**src/rtl/vga_sync_gen.sv**
```systemverilog
// vga_sync_gen: VGA timing generator with pixel-rate prescaler, sync/blank decode and frame strobe
module vga_sync_gen #(
    parameter int CLK_DIV   = 4,
    parameter int H_DISPLAY = 640,
    parameter int H_FRONT   = 16,
    parameter int H_SYNC    = 96,
    parameter int H_BACK    = 48,
    parameter int V_DISPLAY = 480,
    parameter int V_FRONT   = 10,
    parameter int V_SYNC    = 2,
    parameter int V_BACK    = 33
) (
    input  logic       clk,
    input  logic       reset,
    output logic       p_tick,
    output logic       hsync,
    output logic       vsync,
    output logic       video_on,
    output logic [9:0] pixel_x,
    output logic [9:0] pixel_y,
    output logic       frame_end
);
    localparam int H_TOTAL = H_DISPLAY + H_FRONT + H_SYNC + H_BACK;
    localparam int V_TOTAL = V_DISPLAY + V_FRONT + V_SYNC + V_BACK;
    localparam int DW = $clog2(CLK_DIV);
    localparam logic [DW-1:0] DIV_MAX = DW'(CLK_DIV - 1);
    localparam logic [9:0] H_MAX    = 10'(H_TOTAL - 1);
    localparam logic [9:0] V_MAX    = 10'(V_TOTAL - 1);
    localparam logic [9:0] H_VIS    = 10'(H_DISPLAY);
    localparam logic [9:0] V_VIS    = 10'(V_DISPLAY);
    localparam logic [9:0] HS_START = 10'(H_DISPLAY + H_FRONT);
    localparam logic [9:0] HS_END   = 10'(H_DISPLAY + H_FRONT + H_SYNC - 1);
    localparam logic [9:0] VS_START = 10'(V_DISPLAY + V_FRONT);
    localparam logic [9:0] VS_END   = 10'(V_DISPLAY + V_FRONT + V_SYNC - 1);

    logic [DW-1:0] div_cnt;
    logic [9:0]    x_next, y_next;
    logic          h_end, v_end;

    assign p_tick = div_cnt == DIV_MAX;

    // next-state coordinates; sync/blank registers decode these so they stay aligned with pixel_x/pixel_y
    always_comb begin
        h_end  = pixel_x == H_MAX;
        v_end  = pixel_y == V_MAX;
        x_next = p_tick ? (h_end ? '0 : pixel_x + 10'd1) : pixel_x;
        y_next = (p_tick && h_end) ? (v_end ? '0 : pixel_y + 10'd1) : pixel_y;
    end

    // prescaler, coordinate counters, registered sync/blank decode and frame strobe
    always_ff @(posedge clk) begin
        if (reset) begin
            div_cnt   <= '0;
            pixel_x   <= '0;
            pixel_y   <= '0;
            hsync     <= 1'b1;
            vsync     <= 1'b1;
            video_on  <= 1'b0;
            frame_end <= 1'b0;
        end else begin
            div_cnt   <= p_tick ? '0 : div_cnt + DW'(1);
            pixel_x   <= x_next;
            pixel_y   <= y_next;
            hsync     <= !(x_next >= HS_START && x_next <= HS_END);
            vsync     <= !(y_next >= VS_START && y_next <= VS_END);
            video_on  <= x_next < H_VIS && y_next < V_VIS;
            frame_end <= p_tick && h_end && v_end;
        end
    end
endmodule

```
**config.mk**
```make
export PLATFORM = sky130hd
export DESIGN_NAME = vga_sync_gen
export DESIGN_NICKNAME = d
export VERILOG_FILES = /design/src/rtl/vga_sync_gen.sv
export SDC_FILE = /design/constraint.sdc
export NUM_CORES = 1
export LEC_CHECK = 0
export BUFFER_PORTS_ARGS = -buffer_cell sky130_fd_sc_hd__buf_2
export CELL_PAD_IN_SITES_DETAIL_PLACEMENT = 1
export CELL_PAD_IN_SITES_GLOBAL_PLACEMENT = 1
export CORE_MARGIN = 2
export CORE_UTILIZATION = 41
export CTS_CLUSTER_SIZE = 12
export DETAILED_ROUTE_END_ITERATION = 6
export PLACE_DENSITY_LB_ADDON = 0.12
export RECOVER_POWER = 25
export SKIP_CTS_REPAIR_TIMING = 1
export SLEW_MARGIN = 20
export SYNTH_ARGS = -nofsm -noshare
export SYNTH_HDL_FRONTEND = slang
export SYNTH_SLANG_ARGS = --single-unit
```
**constraint.sdc**
```tcl
create_clock -name clk -period 2 [get_ports clk]
set_input_delay 0.1 -clock clk [delete_from_list [all_inputs] [get_ports clk]]
set_output_delay 0.1 -clock clk [all_outputs]
set_load 0.01 [all_outputs]
```
==> results of run 1 <==
-- layer usage --
| layer | wire length (µm) | vias up | GRT usage |
|---|---|---|---|
| met3 | 115 | 9 | 0.0191 |
| li1 | - | 707 | - |
| met2 | 2260 | 27 | 0.405 |
| met4 | 84 | 0 | 0.0904 |
| met5 | 0 | - | 0 |
| met1 | 1880 | 737 | 0.282 |
-- cells in the final DEF, fill, tap and decap left out, types with 3 or more instances in the layout --
| cell type | instances |
|---|---|
| nor3_1 | 11 |
| nand2_1 | 14 |
| and3_1 | 4 |
| buf_4 | 14 |
| buf_2 | 17 |
| xor2_1 | 4 |
| mux2i_1 | 4 |
| clkbuf_1 | 10 |
| ha_1 | 3 |
| nand3_1 | 4 |
| clkbuf_8 | 4 |
| and2_1 | 3 |
| xnor2_1 | 8 |
| inv_1 | 7 |
| a21oi_1 | 9 |
| dfxtp_1 | 24 |
| nand4_1 | 10 |
| o21ai_0 | 7 |
| nor2_1 | 20 |
-- metrics by stage --
step	total power [mW]	hold slack (ns)	utilization	worst slack [ns]	instances
3_3_place_gp	0.594	0.415	0.480	0.153	256
4_1_cts	0.945	0.259	0.495	0.0732	260
3_5_place_dp	0.597	0.429	0.480	0.0907	256
6_report	0.929	0.255	0.498	0.121	260
5_1_grt	0.975	0.280	0.498	0.0107	260
2_1_floorplan	0.580	0.383	-	0.159	177
-- cell type report --
cell class	count	area share
Clock buffer	4	0.0307
Inverter	7	0.0146
Multi-Input combinational cell	134	0.503
Sequential cell	26	0.291
Tap cell	48	0.0334
Timing Repair Buffer	41	0.127
-- cell families after synthesis --
kind of cell    after synthesis  synth area share
compound gates               31             0.139
xor+xnor                     12            0.0693
fa+ha+maj                     4            0.0330
buf+inv                      17            0.0751
flops                        26             0.343
mux                           4            0.0264
simple gates                 83             0.314
-- how the worst max path moves through the flow --
stage          cells after the start               endpoint  slack [ns]
2_1_floorplan                      7       vsync$_SDFF_PP1_        0.16
3_3_place_gp                       6       vsync$_SDFF_PP1_        0.15
3_5_place_dp                       6       vsync$_SDFF_PP1_        0.09
4_1_cts                            6       vsync$_SDFF_PP1_        0.07
5_1_grt                            6  pixel_y[5]$_SDFF_PP0_        0.01
6_report                           7    video_on$_SDFF_PP0_        0.12
-- worst register-to-register path, stage by stage, from the launching register on --
cell and delay (ns):
dfxtp_2 0.36, inv_1 0.06, ha_1 0.14, nand4_1 0.15, or4b_4 0.57, a311oi_4 0.32, a211oi_2 0.07, a21oi_1 0.13
-- power by group --
part	switching, mW	total (mW)	internal (mW)
Clock	0.165	0.341	0.176
Combinational	0.0299	0.0523	0.0225
Sequential	0.00871	0.536	0.527
Total	0.204	0.929	0.726
-- sequential cells by signal, summed over array words and instances, names as in the netlist --
name and count:
div_cnt 2, frame_end 1, hsync 1, pixel_x 10, pixel_y 10, video_on 1
vsync 1
==> metrics.yaml, run 1 <==
critPathSlowestCell: "or4b_4"
seqCellArea_um2: 523
clk_latency_ns: 0.27
crit_path_start: "pixel_y[0]$_SDFF_PP0_"
cts-root-buf: "clkbuf_8"
grt_usage: 0.227
syn_nets: 183
io_pins: 27
min_to: "pixel_y[8]$_SDFF_PP0_"
yosysWarnings: 0
crit_arrival_ns: 2.09
tritoncts: "built"
grt_pass1_vias: 1560
place.gp.congestion: 0.879
cp_max_fo: 8
postLayoutCellArea_um2: 1800
synth_cell_types: 43
yosysTopAreaCellShare: 0.343
port_buffers: 26
clock_skew_ns: 0.00346
clock_path_buffers: 2
grt_pass1_wl_um: 7480
synth_edf_count: 0
netlist_instances: 177
fin_nets: 219
finalHoldViolations: 0
synth.most_common_cell: "dfxtp_1"
min_from: "reset"
async_flop_share: 0
die-area_um2: 4200
power_density_nw_per_um2: 518
maxCapViolCount: 0
multi_input_area_um2: 903
worstHoldPathCells: 2
n_antenna_cell: 0
final-setup-viol-count: 0
finalMaxSlewViolations: 0
drt_wl_total_um: 4340
rsz0062_at_grt: "false"
fmax_ghz: 0.532
cp_num_buf_inv: 1
grt-ovfl-total: 0
final_layout_size_suffix_gt1_frac: 0.236
dpl-instance-area_um2: 1730
synthFlopType: "dfxtp_1"
yosysTopAreaCell: "dfxtp_1"
vdd_drop_max_mv: 0.226
cp.required_ns: 2.21
r2r_start: "pixel_y[0]$_SDFF_PP0_"
seq_area_frac_synth: 0.343
rows: 22
path_cells: "inv_1 -> ha_1 -> nand4_1 -> or4b_4 -> a311oi_4 -> a211oi_2 -> a21oi_1"
ys_top_cells_by_count: "26 x dfxtp_1, 20 x nor2_1, 14 x nand2_1"
period_share: 0.940
tightestPinTransition_ns: 0.466
grt_start_max_net_pins: 26
clk_pin_slew_ns: 0.09
endpoint_kind: "flop"
synth.avg_cell_area_um2: 8.57
crit_family: "simple AND/OR/NAND/NOR gates"
vias_per_cell: 5.69
htree_num_levels: 1
yosys_register_bits: 26
ant_nets: 0
worstSetupStartpointType: "flop"
vias: 1480
min_period_ns: 1.88
crit_type: "reg -> reg"
reg2regPathDepth: 7
numCtsBuffers: 3
start_util: 0.421
fill_cells: 446
die_w_um: 64.8
hold_class: "in -> reg"
syn_to_final_growth_pct: 18.4
drc: 0
p_leak_nw: 0.692
r2r-end: "video_on$_SDFF_PP0_"
drt_first_pass_iters: 4
dp_hpwl_um: 3320
wl_per_cell_um: 16.7
setup-tns-final_ns: 0
netlist_area_um2: 1520
synth_area_leaders: "dfxtp_1 34%, nor2_1 5.0%, xnor2_1 4.6%"
r2r_slack_ns: 0.12
critical-path-max-stage-delay_ns: 0.57
cts_sinks: 26
antenna_found_initial: 0
max_slew_margin: 0.686
die_h_um: 64.8
core_um2: 3610
outcome: "finished clean"
drt_iter0_drc: 52
(Power assumes the default switching activity.)
==> inputs of run 2 (changes only) <==
--- a/config.mk
+++ b/config.mk
@@ -5,11 +5,13 @@
 export SDC_FILE = /design/constraint.sdc
 export NUM_CORES = 1
 export LEC_CHECK = 0
+export ABC_AREA = 1
 export BUFFER_PORTS_ARGS = -buffer_cell sky130_fd_sc_hd__buf_2
 export CELL_PAD_IN_SITES_DETAIL_PLACEMENT = 1
 export CELL_PAD_IN_SITES_GLOBAL_PLACEMENT = 1
 export CORE_MARGIN = 2
-export CORE_UTILIZATION = 41
+export CORE_UTILIZATION = 40
+export CTS_BUF_LIST = sky130_fd_sc_hd__clkbuf_4 sky130_fd_sc_hd__clkbuf_8
 export CTS_CLUSTER_SIZE = 12
 export DETAILED_ROUTE_END_ITERATION = 6
 export PLACE_DENSITY_LB_ADDON = 0.12
==> run 2 against run 1 <==
- clock skew shrank 0.00064 ns
- critical path depth grew 3
- clock-buffer cell count shrank 1
- sequential share of layout area increased by 0.67 points
- clock power fell by 18%
- first-iteration DRC count is 13% higher
- global-route usage is 3.4 points lower
- sequential power is 1% lower
- die area is 3.4% higher
- flip-flop and latch count stayed put
- design area fell by 2.7%
- largest cell class unchanged
- highest routed layer unchanged
==> metrics.yaml, run 2 <==
outcome: "finished clean"
instances_no_fill: 312  # +20%
period_share: 0.905  # -0.0347
ys_top_cells_by_count: "65 x nand2_1, 37 x inv_1, 37 x nor2_1"
p_sw_frac: 0.207  # -0.0123
antenna_found_initial: 0  # unchanged
power.share.sequential: 0.623  # +0.046
final-setup-viol-count: 0  # unchanged
ant_nets: 0  # unchanged
endpoint_kind: "flop"
dp_hpwl_um: 3080  # -7.3%
seq_area_frac_synth: 0.340  # -0.00364
io_pins: 27  # unchanged
synth-compound-area-share: 0.0580  # -0.0815
tightestPinTransition_ns: 0.394  # -0.0728 ns
numCtsBuffers: 3  # unchanged
grt_pass1_wl_um: 6560  # -12%
synth.avg_cell_area_um2: 6.47  # -25%
n_antenna_cell: 0  # unchanged
min_period_ns: 1.81  # -0.0695 ns
clock_skew_ns: 0.00281  # -0.000641 ns
vias_per_cell: 4.96  # -13%
path_cells: "ha_1 -> nand2_4 -> nor2_8 -> nand4_4 -> clkinvlp_4 -> nand3_1 -> o21ai_2 -> nand3_2 -> nand2_1 -> inv_1"
place_inst: 308  # +20%
final_layout_size_suffix_gt1_frac: 0.152  # -0.0843
p_leak_nw: 0.902  # +30%
cts_sinks: 26  # unchanged
synthSimpleGateAreaFrac: 0.456  # +0.142
max_slew_margin: 0.738  # +0.0514
clk_latency_ns: 0.26  # about the same
rsz0062_at_grt: "false"
synthAdderAreaFrac: 0.0327  # -0.000350
comb_power_share: 0.045  # -0.011
synthMuxAreaShare: 0  # -0.0264
cts-root-buf: "clkbuf_8"
crit_arrival_ns: 1.98  # -0.11 ns
clock_path_buffers: 2  # unchanged
wl_per_cell_um: 12.2  # -27%
synth.most_common_cell: "nand2_1"
port_buffers: 26  # unchanged
grt-ovfl-total: 0  # unchanged
final_common_cell: "nand2_1"
fill_cells: 530  # +19%
vdd_drop_max_mv: 0.317  # +40%
die_w_um: 65.9  # +1.7%
place.gp.congestion: 0.785  # -11%
netlist_instances: 237  # +34%
yosys_register_bits: 26  # unchanged
critical-path-max-stage-delay_ns: 0.38  # -0.19 ns
clockPowerShare: 0.332  # -0.035
synth_cell_types: 26  # -40%
die_h_um: 65.9  # +1.7%
synth_edf_count: 0  # unchanged
synth_xor_area_frac: 0.00571  # -0.0636
grt_start_max_net_pins: 21  # -19%
crit_type: "reg -> reg"
finalMaxSlewViolations: 0  # unchanged
core_um2: 3660  # +1.5%
fin_nets: 272  # +24%
setup-tns-final_ns: 0  # unchanged
rows: 22  # unchanged
drt_iter0_drc: 59  # +13%
dpl-instance-area_um2: 1710  # -1.4%
drt_first_pass_iters: 4  # unchanged
clk_pin_slew_ns: 0.08  # about the same
fmax_ghz: 0.553  # +3.8%
cp.required_ns: 2.17  # -0.04 ns
finalHoldViolations: 0  # unchanged
total_power_uw: 848  # -8.8%
htree_num_levels: 1  # unchanged
syn_nets: 243  # +33%
maxCapViolCount: 0  # unchanged
netlist_area_um2: 1530  # +1.1%
p_sw_uw: 175  # -14%
layout_common_cells: "65 x nand2_1, 37 x nor2_1, 36 x inv_1"
vias: 1548  # +4.6%
yosysWarnings: 0  # unchanged
yosysTopAreaCellShare: 0.340  # -0.00364
postLayoutCellArea_um2: 1750  # -2.7%
grt_pass1_vias: 1528  # -2.1%
reg_top3: "pixel_x: 10 flops, pixel_y: 10 flops, div_cnt: 2 flops"
synthFlopType: "dfxtp_1"
grt_usage: 0.193  # -0.0340
drt_wl_total_um: 3800  # -13%
power_density_nw_per_um2: 485  # -6.2%
syn_to_final_growth_pct: 14.0
critPathSlowestCell: "dfxtp_1"
start_util: 0.419  # -0.00188
yosysTopAreaCell: "dfxtp_1"
synth_area_leaders: "dfxtp_1 34%, nand2_1 16%, inv_1 9.1%"
drc: 0  # unchanged
synth_top_family_by_area: "simple AND/OR/NAND/NOR gates"
worstSetupStartpointType: "flop"
async_flop_share: 0  # unchanged
cp_max_fo: 14  # +6
tritoncts: "built"
die-area_um2: 4340  # +3.4%
power.internal_uw: 673  # -7.3%
hold_class: "in -> reg"
==> run 2: changes by cell type in the layout (fill, tap and decap cells not counted), moves of 5 or more <==
cell and change:
nand2_1 +51, inv_1 +29, nor2_1 +17, nand3_1 +14
buf_4 -12, xnor2_1 -7, nor3_1 -6, nand2_2 +5
==> run 2: layout make-up <==
cell class | instances | area, µm² | area share
Sequential cell | 26 | 520 | 0.298
Multi-Input combinational cell | 169 | 848 | 0.486
Clock buffer | 3 | 41.3 | 0.0236
Inverter | 38 | 146 | 0.0838
Timing Repair Buffer | 28 | 130 | 0.0745
Tap cell | 48 | 60.1 | 0.0344
==> run 2: path summary, 6_finish.rpt <==
path | start | endpoint | slack (ns) | cells after the start
max | pixel_x[1]$_SDFF_PP0_ | video_on$_SDFF_PP0_ | 0.19 | 10
min | reset | frame_end$_SDFF_PP0_ | 0.23 | 2
max reg2reg | pixel_x[1]$_SDFF_PP0_ | video_on$_SDFF_PP0_ | 0.19 | 10
min reg2reg | div_cnt[0]$_SDFF_PP0_ | div_cnt[0]$_SDFF_PP0_ | 0.43 | 1
==> run 2: kinds of logic (layout without fill, tap and decap cells) <==
| family | after synthesis | in the layout |
|---|---|---|
| XOR/XNOR | 1 | 1 |
| buffers and inverters | 42 | 69 |
| AO/OA/AOI/OAI | 15 | 15 |
| flip-flops | 26 | 26 |
| AND/OR/NAND/NOR | 149 | 149 |
| adder cells (fa/ha/maj) | 4 | 4 |
==> run 2: per-stage QoR <==
stage / hold slack, ns / worst slack, ns / utilization
2_1_floorplan: 0.325 / 0.352 / -
3_3_place_gp: 0.413 / 0.157 / 0.466
3_5_place_dp: 0.417 / 0.0973 / 0.466
4_1_cts: 0.234 / 0.0806 / 0.477
5_1_grt: 0.255 / 0.0369 / 0.477
6_report: 0.232 / 0.190 / 0.477
==> run 2: power by group through the flow <==
stage	sequential, mW	clock [mW]	combinational, mW
2_1_floorplan	0.542	0	0.0238
3_3_place_gp	0.540	0	0.0379
3_5_place_dp	0.540	0	0.0381
4_1_cts	0.528	0.302	0.0384
5_1_grt	0.529	0.312	0.0457
6_report	0.528	0.281	0.0381
==> run 2: layer usage <==
metal  routed length (µm)  track usage  part of all wire  vias to the layer above
met4                   46       0.0677             0.012                        0
met2                 1910        0.355              0.50                       20
met1                 1750        0.231              0.46                      728
li1                     -            -                 -                      795
met3                   85       0.0204             0.022                        5
met5                    0            0                 0                        -
==> run 2: critical path: cells and delay by family (launching register included) <==
kind            cells  cell delay [ns]
buf+inv             2             0.26
flops               1             0.38
simple gates        6             0.75
fa+ha+maj           1             0.24
compound gates      1             0.08
==> inputs of run 3 (changes only) <==
--- a/config.mk
+++ b/config.mk
@@ -15,7 +15,6 @@
 export CTS_CLUSTER_SIZE = 12
 export DETAILED_ROUTE_END_ITERATION = 6
 export PLACE_DENSITY_LB_ADDON = 0.12
-export RECOVER_POWER = 25
 export SKIP_CTS_REPAIR_TIMING = 1
 export SLEW_MARGIN = 20
 export SYNTH_ARGS = -nofsm -noshare
==> run 3 against run 2 <==
- highest routed layer unchanged
- clock power about the same
- first-iteration DRC count unchanged
- global-route usage unchanged
- cell count unchanged
- design area increased by 0.86%
- non-clock buffer count unchanged
- critical path type unchanged
- maximum frequency increased by 0.27%
- via count unchanged
- largest power group unchanged
- setup slack improved by 0.0048 ns
- critical path depth unchanged
- sequential power about the same
- clock-buffer cell count unchanged
==> metrics.yaml, run 3 (synthesis results as in run 2) <==
tightestPinTransition_ns: 0.393  # -0.000777 ns
max_slew_margin: 0.738  # about the same
power_density_nw_per_um2: 481  # -0.83%
grt_pass1_wl_um: 6560  # unchanged
cp_num_buf_inv: 2  # unchanged
clk_latency_ns: 0.26  # about the same
drt_iter0_drc: 59  # unchanged
vdd_drop_max_mv: 0.317  # about the same
r2r_start: "pixel_x[1]$_SDFF_PP0_"
place.gp.congestion: 0.785  # unchanged
crit_arrival_ns: 1.97  # about the same
clock_path_buffers: 2  # unchanged
die-area_um2: 4340  # unchanged
tritoncts: "built"
min_period_ns: 1.80  # -0.00478 ns
io_pins: 27  # unchanged
dp_hpwl_um: 3080  # unchanged
min_from: "reset"
antenna_found_initial: 0  # unchanged
cts-root-buf: "clkbuf_8"
maxCapViolCount: 0  # unchanged
fmax_ghz: 0.554  # +0.27%
fin_nets: 272  # unchanged
r2r_slack_ns: 0.20  # about the same
p_leak_nw: 0.947  # +5.0%
drt_first_pass_iters: 4  # unchanged
grt_start_max_net_pins: 21  # unchanged
vias_per_cell: 4.96  # unchanged
grt-ovfl-total: 0  # unchanged
grt_usage: 0.193  # unchanged
numCtsBuffers: 3  # unchanged
endpoint_kind: "flop"
cp_max_fo: 14  # unchanged
worstHoldPathCells: 2  # unchanged
ant_nets: 0  # unchanged
layout_common_cells: "65 x nand2_1, 37 x nor2_1, 36 x inv_1"
rsz0062_at_grt: "false"
clock_skew_ns: 0.00293  # +0.000112 ns
htree_num_levels: 1  # unchanged
reg_top3: "pixel_x: 10 flops, pixel_y: 10 flops, div_cnt: 2 flops"
crit_type: "reg -> reg"
drt_wl_total_um: 3800  # about the same
start_util: 0.419  # unchanged
r2r-end: "video_on$_SDFF_PP0_"
finalMaxSlewViolations: 0  # unchanged
min_to: "frame_end$_SDFF_PP0_"
worstSetupStartpointType: "flop"
finalHoldViolations: 0  # unchanged
critPathSlowestCell: "dfxtp_1"
outcome: "finished clean"
fill_cells: 526  # -0.75%
path_cells: "ha_1 -> nand2_4 -> nor2_8 -> nand4_4 -> clkinvlp_4 -> nand3_1 -> o21ai_2 -> nand3_2 -> nand2_1 -> inv_1"
n_antenna_cell: 0  # unchanged
drc: 0  # unchanged
cts_sinks: 26  # unchanged
period_share: 0.902  # -0.00239
vias: 1548  # unchanged
hold_class: "in -> reg"
crit_family: "simple AND/OR/NAND/NOR gates"
final_layout_size_suffix_gt1_frac: 0.197  # +0.0455
core_um2: 3660  # unchanged
setup-tns-final_ns: 0  # unchanged
syn_to_final_growth_pct: 14.9
rows: 22  # unchanged
met3_length_um: 80  # -5.9%
die_h_um: 65.9  # unchanged
critical-path-max-stage-delay_ns: 0.37  # about the same
wl_met1_um: 1750  # +0.23%
port_buffers: 26  # unchanged
grt_pass1_vias: 1528  # unchanged
met2_length_um: 1920  # +0.16%
final-setup-viol-count: 0  # unchanged
die_w_um: 65.9  # unchanged
clk_pin_slew_ns: 0.08  # about the same
reg2regPathDepth: 10  # unchanged
cp.required_ns: 2.17  # about the same
total_power_uw: 848  # about the same
wl_per_cell_um: 12.2  # about the same
final_common_cell: "nand2_1"
route.top_layer_used: "met4"
## run 3: cell count changes in the layout (fill, tap and decap cells not counted)
cell / change
buf_2: +12
clkbuf_1: -12
## run 3: area by class of cell
type                       count  area, µm²  area share
multi-input combinational    169        848       0.482
tap                           48       60.1      0.0341
timing repair buffer          28        145      0.0824
inverter                      38        146      0.0831
sequential                    26        520       0.295
clock buffer                   3       41.3      0.0234
## run 3: how the worst max path moves through the flow
stage / slack [ns] / endpoint / start / cells past startpoint
2_1_floorplan: 0.35 / video_on$_SDFF_PP0_ / pixel_x[0]$_SDFF_PP0_ / 11
4_1_cts: 0.08 / video_on$_SDFF_PP0_ / pixel_x[1]$_SDFF_PP0_ / 10
3_5_place_dp: 0.1 / video_on$_SDFF_PP0_ / pixel_x[1]$_SDFF_PP0_ / 10
6_report: 0.20 / video_on$_SDFF_PP0_ / pixel_x[1]$_SDFF_PP0_ / 10
5_1_grt: 0.04 / video_on$_SDFF_PP0_ / pixel_x[1]$_SDFF_PP0_ / 10
3_3_place_gp: 0.16 / video_on$_SDFF_PP0_ / div_cnt[0]$_SDFF_PP0_ / 12
## run 3: per-stage QoR
stage / util / hold WS, ns / setup slack (ns) / std cells / cell area [µm²]
floorplan: - / 0.325 / 0.352 / 237 / 1530
global placement: 0.466 / 0.413 / 0.157 / 308 / 1710
detailed placement: 0.466 / 0.417 / 0.0973 / 308 / 1710
CTS: 0.477 / 0.234 / 0.0806 / 311 / 1750
global route: 0.481 / 0.255 / 0.0421 / 312 / 1760
finish: 0.481 / 0.231 / 0.195 / 312 / 1760
## run 3: layer usage
layer	vias up	global-route usage
met5	-	0
met1	728	0.231
met4	0	0.0677
met2	20	0.355
li1	795	-
met3	5	0.0204
## run 3: power breakdown
group / leakage (nW) / internal (mW) / switching, mW / total, mW
sequential: 0.210 / 0.525 / 0.00328 / 0.528
combinational: 0.715 / 0.0133 / 0.0251 / 0.0384
clock: 0.0216 / 0.135 / 0.147 / 0.281
